--- config.mk ---
export PLATFORM = sky130hd
export DESIGN_NAME = bsg_mesh_wormhole_out_arbiter_flat
export DESIGN_NICKNAME = d
export VERILOG_FILES = /design/src/rtl/bsg_mesh_wormhole_out_arbiter_if.sv /design/src/rtl/bsg_mesh_wormhole_out_arbiter.sv /design/src/flat_wrapper.sv
export SDC_FILE = /design/constraint.sdc
export NUM_CORES = 1
export LEC_CHECK = 0
export CAP_MARGIN = 20
export CORE_UTILIZATION = 56
export CTS_BUF_LIST = sky130_fd_sc_hd__clkbuf_16
export CTS_CLUSTER_SIZE = 30
export DETAILED_ROUTE_END_ITERATION = 12
export PLACE_DENSITY = 0.94
export SYNTH_ARGS = -nofsm -noshare
export SYNTH_HDL_FRONTEND = slang
export SYNTH_SLANG_ARGS = --single-unit
--- constraint.sdc ---
create_clock -name clk -period 11.5 [get_ports clk]
set_input_delay 2.3 -clock clk [delete_from_list [all_inputs] [get_ports clk]]
set_output_delay 2.3 -clock clk [all_outputs]
set_load 0.05 [all_outputs]
--- src/rtl/bsg_mesh_wormhole_out_arbiter_if.sv ---
// Handshake bundle between the mesh router input directions and one output
// arbiter: per-input flit offers and dequeues, plus the registered output link.
interface bsg_mesh_wormhole_out_arbiter_if #(
  parameter int inputs_p = 5,
  parameter int width_p  = 8
);
  logic [inputs_p-1:0]              v_i;
  logic [inputs_p-1:0][width_p-1:0] data_i;
  logic [inputs_p-1:0]              yumi_o;
  logic                             v_o;
  logic [width_p-1:0]               data_o;
  logic                             ready_and_i;
  logic [inputs_p-1:0]              grant_o;
  logic                             locked_o;

  modport master (
    output v_i, data_i, ready_and_i,
    input  yumi_o, v_o, data_o, grant_o, locked_o
  );

  modport slave (
    input  v_i, data_i, ready_and_i,
    output yumi_o, v_o, data_o, grant_o, locked_o
  );
endinterface

--- src/rtl/bsg_mesh_wormhole_out_arbiter.sv ---
// Round-robin wormhole arbiter for one mesh output direction: picks an input,
// holds it for the whole packet, and forwards flits through a one-entry register.
module bsg_mesh_wormhole_out_arbiter #(
  parameter int inputs_p    = 5,
  parameter int width_p     = 8,
  parameter int len_width_p = 2
) (
  input logic clk,
  input logic reset,
  bsg_mesh_wormhole_out_arbiter_if.slave bus
);
  localparam int ptr_w = $clog2(inputs_p);
  localparam logic [0:0] idle_s   = 1'b0;
  localparam logic [0:0] locked_s = 1'b1;

  logic [0:0]             state;
  logic [ptr_w-1:0]       ptr, owner, win, sel;
  logic [ptr_w:0]         idx;
  logic [len_width_p-1:0] remaining, hdr_len;
  logic                   found, can_load, load, v_r;
  logic [width_p-1:0]     data_r, flit;
  logic [inputs_p-1:0]    yumi, grant;

  function automatic logic [ptr_w-1:0] inc(input logic [ptr_w-1:0] x);
    inc = (x == ptr_w'(inputs_p - 1)) ? '0 : x + 1'b1;
  endfunction

  // Rotating priority search starting at ptr; idx is one bit wider so the
  // modulo fold works for non-power-of-two input counts.
  always_comb begin
    win   = '0;
    found = 1'b0;
    idx   = '0;
    for (int k = 0; k < inputs_p; k++) begin
      idx = {1'b0, ptr} + (ptr_w+1)'(k);
      if (idx >= (ptr_w+1)'(inputs_p)) idx = idx - (ptr_w+1)'(inputs_p);
      if (!found && bus.v_i[idx[ptr_w-1:0]]) begin
        found = 1'b1;
        win   = idx[ptr_w-1:0];
      end
    end
  end

  assign can_load = !v_r | bus.ready_and_i;
  assign sel      = (state == idle_s) ? win : owner;
  assign flit     = bus.data_i[sel];
  assign hdr_len  = flit[width_p-1 -: len_width_p];

  always_comb begin
    yumi = '0;
    if (!reset && can_load) begin
      if (state == idle_s) yumi[win] = found;
      else                 yumi[owner] = bus.v_i[owner];
    end
  end

  assign load = |yumi;

  always_comb begin
    grant = '0;
    if (state == locked_s) grant[owner] = 1'b1;
  end

  always_ff @(posedge clk) begin
    if (reset) begin
      state     <= idle_s;
      ptr       <= '0;
      owner     <= '0;
      remaining <= '0;
      v_r       <= 1'b0;
      data_r    <= '0;
    end else begin
      if (load) begin
        v_r    <= 1'b1;
        data_r <= flit;
      end else if (bus.ready_and_i) begin
        v_r <= 1'b0;
      end
      if (load && state == idle_s) begin
        if (hdr_len == '0) begin
          ptr <= inc(win);
        end else begin
          state     <= locked_s;
          owner     <= win;
          remaining <= hdr_len;
        end
      end else if (load && state == locked_s) begin
        remaining <= remaining - 1'b1;
        // Tail flit: release the link and advance fairness past the owner.
        if (remaining == len_width_p'(1)) begin
          state <= idle_s;
          ptr   <= inc(owner);
        end
      end
    end
  end

  assign bus.yumi_o   = yumi;
  assign bus.v_o      = v_r;
  assign bus.data_o   = data_r;
  assign bus.grant_o  = grant;
  assign bus.locked_o = (state == locked_s);
endmodule
--- src/flat_wrapper.sv ---
// flat-port wrapper written by rule: the top's interface ports become plain ports
module bsg_mesh_wormhole_out_arbiter_flat 
#(
  parameter int inputs_p    = 5,
  parameter int width_p     = 8,
  parameter int len_width_p = 2
)
  (clk, reset, bus_v_i, bus_data_i, bus_ready_and_i, bus_yumi_o, bus_v_o, bus_data_o, bus_grant_o, bus_locked_o);
  bsg_mesh_wormhole_out_arbiter_if #(.inputs_p(inputs_p), .width_p(width_p)) bus_i ();
  input logic clk;
  input logic reset;
  input wire logic [$bits(bus_i.v_i)-1:0] bus_v_i;
  input wire logic [$bits(bus_i.data_i)-1:0] bus_data_i;
  input wire logic [$bits(bus_i.ready_and_i)-1:0] bus_ready_and_i;
  output wire logic [$bits(bus_i.yumi_o)-1:0] bus_yumi_o;
  output wire logic [$bits(bus_i.v_o)-1:0] bus_v_o;
  output wire logic [$bits(bus_i.data_o)-1:0] bus_data_o;
  output wire logic [$bits(bus_i.grant_o)-1:0] bus_grant_o;
  output wire logic [$bits(bus_i.locked_o)-1:0] bus_locked_o;
  assign bus_i.v_i = bus_v_i;
  assign bus_i.data_i = bus_data_i;
  assign bus_i.ready_and_i = bus_ready_and_i;
  assign bus_yumi_o = bus_i.yumi_o;
  assign bus_v_o = bus_i.v_o;
  assign bus_data_o = bus_i.data_o;
  assign bus_grant_o = bus_i.grant_o;
  assign bus_locked_o = bus_i.locked_o;
  bsg_mesh_wormhole_out_arbiter #(.inputs_p(inputs_p), .width_p(width_p), .len_width_p(len_width_p)) u_core (.clk(clk), .reset(reset), .bus(bus_i));
endmodule
==> results of run 1 <==
-- tightest hold or removal path, delay by kind of cell, from the launching register on --
family | cells | cell delay (ns)
and+or+nand+nor | 1 | 0.09
AOI/OAI and AO/OA | 1 | 0.05
DFF | 1 | 0.31
-- cells by family after synthesis --
group                    synth area share
AND/OR/NAND/NOR                     0.265
AO/OA/AOI/OAI                       0.343
buffers and inverters              0.0910
multiplexers                        0.111
flip-flops                          0.123
adder cells (fa/ha/maj)            0.0581
XOR/XNOR                          0.00898
-- cell usage after synthesis, drive strengths merged (3+ instances only) --
cell type,instances
nor3,12
a211oi,11
nand2,49
mux2,3
and3,3
and2,9
ha,12
nor2b,4
xnor2,3
clkbuf,12
or2,3
o211ai,3
o21a,5
a32oi,10
nor2,32
a21o,4
a21oi,22
nand2b,4
a211o,3
a31oi,6
dfxtp,18
inv,17
a41oi,5
mux2i,22
nand3,11
a221oi,3
buf,16
o21ai,23
o22ai,6
nor4,4
nand3b,4
o32ai,3
mux4,3
-- registers in the layout (all words and copies together) (netlist names) --
signal and cells:
u_core.bus.data_o 8, u_core.owner 3, u_core.ptr 3, u_core.remaining 2, u_core.bus.locked_o 1, u_core.bus.v_o 1
-- layer usage --
metal,share of wire,wire length (um),track usage
met1,0.41,3700,0.456
met2,0.47,4290,0.561
met3,0.11,964,0.0515
met4,0.013,118,0.0503
met5,0,0,0
-- metrics by stage --
step | worst slack, ns | power, mW | cell area, um2 | util | cells
after floorplan | 4.09 | 1.00 | 2930 | - | 385
after global placement | 3.17 | 1.17 | 3490 | 0.716 | 493
after detailed placement | 3.07 | 1.19 | 3490 | 0.716 | 493
after CTS | 3.07 | 1.27 | 3570 | 0.732 | 497
after global routing | 2.82 | 1.38 | 3570 | 0.732 | 497
final | 2.98 | 1.30 | 3570 | 0.732 | 497
-- area by class of cell --
class,count,share of cell area
tap,67,0.0235
clock buffer,3,0.0210
clock inverter,1,0.00105
multi-input combinational,322,0.644
timing repair buffer,69,0.192
sequential,18,0.101
inverter,17,0.0179
-- worst paths after layout --
| path | startpoint | end | slack, ns | cells after the start |
|---|---|---|---|---|
| min reg2reg | u_core.bus.data_o[0]$_SDFFE_PP0N_ | u_core.bus.data_o[0]$_SDFFE_PP0N_ | 0.50 | 2 |
| min | u_core.bus.data_o[0]$_SDFFE_PP0N_ | u_core.bus.data_o[0]$_SDFFE_PP0N_ | 0.50 | 2 |
| max reg2reg | u_core.ptr[1]$_SDFFE_PP0P_ | u_core.ptr[0]$_SDFFE_PP0P_ | 6.03 | 14 |
| max | bus_v_i[1] | bus_yumi_o[3] | 2.98 | 13 |
-- power breakdown --
part           switching [mW]  internal [mW]  leakage (nW)
registers              0.0347         0.0858         0.148
logic                   0.674          0.435          1.13
clock network          0.0239         0.0462        0.0385
total                   0.733          0.567          1.31
==> results.yml, run 1 <==
worst_setup_path:
  critPathSlowestCell: "clkdlybuf4s50_1"
  path_delay_family: "buffers and inverters"
  crit_chain: "clkdlybuf4s50_1 > mux4_2 > mux2_2 > and2_1 > nor2_1 > nand2_1 > o21ai_0 > a31oi_1 > nand3b_2 > nor2_1 > nand2_1 > a21oi_1 > clkdlybuf4s50_1"
  worst-path-buf-inv: 2
  worstPathArrival_ns: 6.22
  cp.required_ns: 9.20
  worstSetupPathType: "input port to output port"
  path_max_fanout: 14
  cp-start-kind: "input port"
  max_stage_delay_ns: 0.82
  worst_setup_path_end_kind: "output port"
sta:
  hold_violations: 0
  fin_crit_sh: 0.741
  grt_setup_unrepaired: "no"
  finalSetupTns_ns: 0
  tightest_slew_ns: 0.765
  max_freq_mhz: 117
  maxSlewHeadroom: 0.489
  fin_worst_hold_slack_ns: 0.498
  layout_min_cycle_time_ns: 8.52
  setup_viol: 0
  drv_slew: 0
  finalClockSkew_ns: 0.00105
cts:
  numCtsBuffers: 3
  cts_resized: 0
  root_buffer: "clkbuf_16"
  clk_latency_ns: 0.25
  clk_pin_slew_ns: 0.05
  clock-sinks: 18
  cts_tree: "built"
  postCtsHoldBufs: 0
  cts_max_level: 1
  cts_setup_buffers: 0
  cts_buffer_depth: 2
floorplanning:
  io_pins: 68
  die_w_um: 74.3
  start_util: 0.600
  die_area_um2: 5520
  coreArea_um2: 4880
  rows: 25
  die_y_um: 74.3
flow_run:
  maxCapViolCount: 0
global_routing:
  antenna_found_initial: 0
  grt.total_usage: 0.332
  grt_first_pass_wirelength_um: 14200
  grt_pass1_vias: 2951
  grt_start_max_net_pins: 40
  grt_overflow: 0
synthesis:
  netlist_area_um2: 2930
  async_flop_share: 0
  syn_inst: 385
  synth_area_leaders: "dfxtp_1 (12%), mux2i_1 (7.5%), nand2_1 (6.3%)"
  ys_seq_area_frac: 0.123
  yosysUniqueCellTypes: 89
  syn_avg_cell_area_um2: 7.60
  synth-edff-count: 0
  yosysTopAreaCell: "dfxtp_1"
  synth_top_area_frac: 0.123
  yosys_warnings: 0
  syn_nets: 446
  synth_flop_cell: "dfxtp_1"
  yosys_register_bits: 18
placed_design:
  portBuffers: 67
  dp_hpwl_um: 6640
  gp_congestion: 0.960
layout:
  final_nets: 492
  multi_input_area_um2: 2300
  final_cell_mix: "clkdlybuf4s50_1 (67), nand2_1 (49), nor2_1 (31)"
  final_common_cell: "clkdlybuf4s50_1"
  register_area_um2: 360
  area_growth_pct: 22.1
  drive_above_1_share: 0.107
  n_fill_cell: 384
  diodes: 0
routing:
  routedWlPerCell_um: 18.2
  dr.first_iter.drc_count: 531
  vias: 3381
  ant_nets: 0
  firstDrtPassIters: 5
  drc: 0
  avgViaCountPerCell: 6.80
  wirelength_um: 9070
power:
  p_leak_nw: 1.31
  p_per_area_nw_per_um2: 364
  ir_worst_vdd_mv: 0.205
run_status:
  outcome: "complete, no violations"
min_path:
  min_path_type: "flop to flop"
No activity file was read; power rests on OpenSTA's default activity.
==> run 2, diff against run 1 <==
--- a/config.mk
+++ b/config.mk
@@ -6,11 +6,11 @@
 export NUM_CORES = 1
 export LEC_CHECK = 0
 export CAP_MARGIN = 20
-export CORE_UTILIZATION = 56
+export CORE_UTILIZATION = 52
 export CTS_BUF_LIST = sky130_fd_sc_hd__clkbuf_16
 export CTS_CLUSTER_SIZE = 30
 export DETAILED_ROUTE_END_ITERATION = 12
-export PLACE_DENSITY = 0.94
+export PLACE_DENSITY = 0.89
 export SYNTH_ARGS = -nofsm -noshare
 export SYNTH_HDL_FRONTEND = slang
 export SYNTH_SLANG_ARGS = --single-unit
==> constraint.sdc (replaced) <==
create_clock -name clk -period 8.94 [get_ports clk]
set_input_delay 1.788 -clock clk [delete_from_list [all_inputs] [get_ports clk]]
set_output_delay 1.788 -clock clk [all_outputs]
set_load 0.05 [all_outputs]
==> run 2 against run 1 <==
- cell area up 0.10%
- flip-flop and latch count unchanged
- register-to-register slack worse by 2.4 ns
- hold slack better by 0.0044 ns
- non-clock buffer count unchanged
- highest routed layer unchanged
- sequential power up 28%
- clock power up 31%
- global-route usage down 1.5 points
- wire length up 0.68%
- critical endpoint is now bus_yumi_o[0]
- critical path depth down 2
==> results.yml, run 2 (synthesis gave the netlist of run 1 again) <==
run_status:
  outcome: "complete, no violations"
cts:
  cts_resized: 0
  clock-sinks: 18
  cts_setup_buffers: 0
  cts_max_level: 1
  postCtsHoldBufs: 0
  numCtsBuffers: 3
  cts_buffer_depth: 2
  clk_latency_ns: 0.25
  root_buffer: "clkbuf_16"
  clk_pin_slew_ns: 0.05
  cts_tree: "built"
sta:
  drv_slew: 0
  fin_crit_sh: 0.839
  max_freq_mhz: 133
  finalSetupTns_ns: 0
  final.setup.worst_slack_ns: 1.44
  tightest_slew_ns: 0.794
  setup_viol: 0
  maxSlewHeadroom: 0.470
  layout_min_cycle_time_ns: 7.50
  grt_setup_unrepaired: "no"
  hold_violations: 0
  finalClockSkew_ns: 0.00367
floorplanning:
  start_util: 0.556
  die_area_um2: 5930
  coreArea_um2: 5270
  die_w_um: 77.0
  io_pins: 68
  die_y_um: 77.0
  rows: 26
global_routing:
  grt_first_pass_wirelength_um: 15200
  antenna_found_initial: 0
  grt_pass1_vias: 3132
  grt.total_usage: 0.318
  grt_overflow: 0
  grt_start_max_net_pins: 39
power:
  p_seq_frac: 0.092
  power_mw: 1.67
  p_comb_frac: 0.853
  p_per_area_nw_per_um2: 466
  swShare: 0.563
  clkPwrFrac: 0.055
  p_sw_mw: 0.939
  internal_power_mw: 0.728
  p_leak_nw: 1.31
  ir_worst_vdd_mv: 0.255
placed_design:
  dp.cells: 496
  post-place-ws_ns: 1.54
  place_area_um2: 3500
  dp_hpwl_um: 6970
  gp_congestion: 0.986
  portBuffers: 67
routing:
  routedWlPerCell_um: 18.3
  vias: 3322
  firstDrtPassIters: 5
  avgViaCountPerCell: 6.64
  dr.first_iter.drc_count: 464
  drc: 0
  wirelength_um: 9130
  ant_nets: 0
worst_setup_path:
  cp.required_ns: 7.15
  worst_setup_path_end_kind: "output port"
  cp-start-kind: "input port"
  critPathLaunch: "bus_v_i[3]"
  r2r_start: "u_core.ptr[1]$_SDFFE_PP0P_"
  worstPathArrival_ns: 5.71
  path_max_fanout: 13
  worstSetupPathType: "input port to output port"
layout:
  final_cells: 500
  largest_register_ffs: 8
  area_growth_pct: 22.2
  final_common_cell: "clkdlybuf4s50_1"
  drive_above_1_share: 0.107
  final_area_um2: 3580
  final_cell_mix: "clkdlybuf4s50_1 (67), nand2_1 (49), nor2_1 (31)"
  diodes: 0
  final_nets: 492
min_path:
  min_path_type: "flop to flop"
  min-delay-start: "u_core.bus.data_o[4]$_SDFFE_PP0N_"
flow_run:
  maxCapViolCount: 0
-- run 2: power groups by stage --
stage | logic [mW] | clock network (mW) | registers, mW
after global routing | 1.53 | 0.0964 | 0.159
final | 1.42 | 0.0917 | 0.154
after global placement | 1.36 | 0 | 0.152
after detailed placement | 1.39 | 0 | 0.153
after CTS | 1.39 | 0.0917 | 0.152
after floorplan | 1.11 | 0 | 0.181
-- run 2: critical path: stages --
cell and delay, ns:
clkdlybuf4s50_1 0.74, or3b_2 0.48, a32oi_1 0.19, a21oi_1 0.08, a211o_1 0.30, and2_4 0.21
a41oi_2 0.27, and2_2 0.39, nand3_1 0.21, o32ai_1 0.18, clkdlybuf4s50_1 0.86
-- run 2: worst paths after layout --
path,end,slack (ns),depth (start not counted)
worst max register to register,u_core.ptr[1]$_SDFFE_PP0P_,3.59,14
worst max-delay path,bus_yumi_o[0],1.44,11
worst min register to register,u_core.bus.data_o[4]$_SDFFE_PP0N_,0.50,2
worst min-delay path,u_core.bus.data_o[4]$_SDFFE_PP0N_,0.50,2
-- run 2: per-stage QoR --
| step | hold slack [ns] | util |
|---|---|---|
| floorplan | 0.511 | - |
| global placement | 0.476 | 0.664 |
| detailed placement | 0.488 | 0.664 |
| CTS | 0.504 | 0.679 |
| global route | 0.542 | 0.679 |
| finish | 0.503 | 0.679 |
-- run 2: cell type report --
| cell class | instances | area, um2 |
|---|---|---|
| sequential | 18 | 360 |
| multi-input combinational | 322 | 2300 |
| timing repair buffer | 69 | 686 |
| fill | 464 | 1690 |
| clock buffer | 3 | 75.1 |
| tap | 70 | 87.6 |
| clock inverter | 1 | 3.75 |
| inverter | 17 | 63.8 |
-- run 2: metal layers --
layer | track usage | up-vias | part of all wire
met4 | 0.117 | 0 | 0.031
met5 | 0 | - | 0
met1 | 0.419 | 1548 | 0.41
met3 | 0.0452 | 31 | 0.087
li1 | - | 1545 | -
met2 | 0.522 | 198 | 0.47
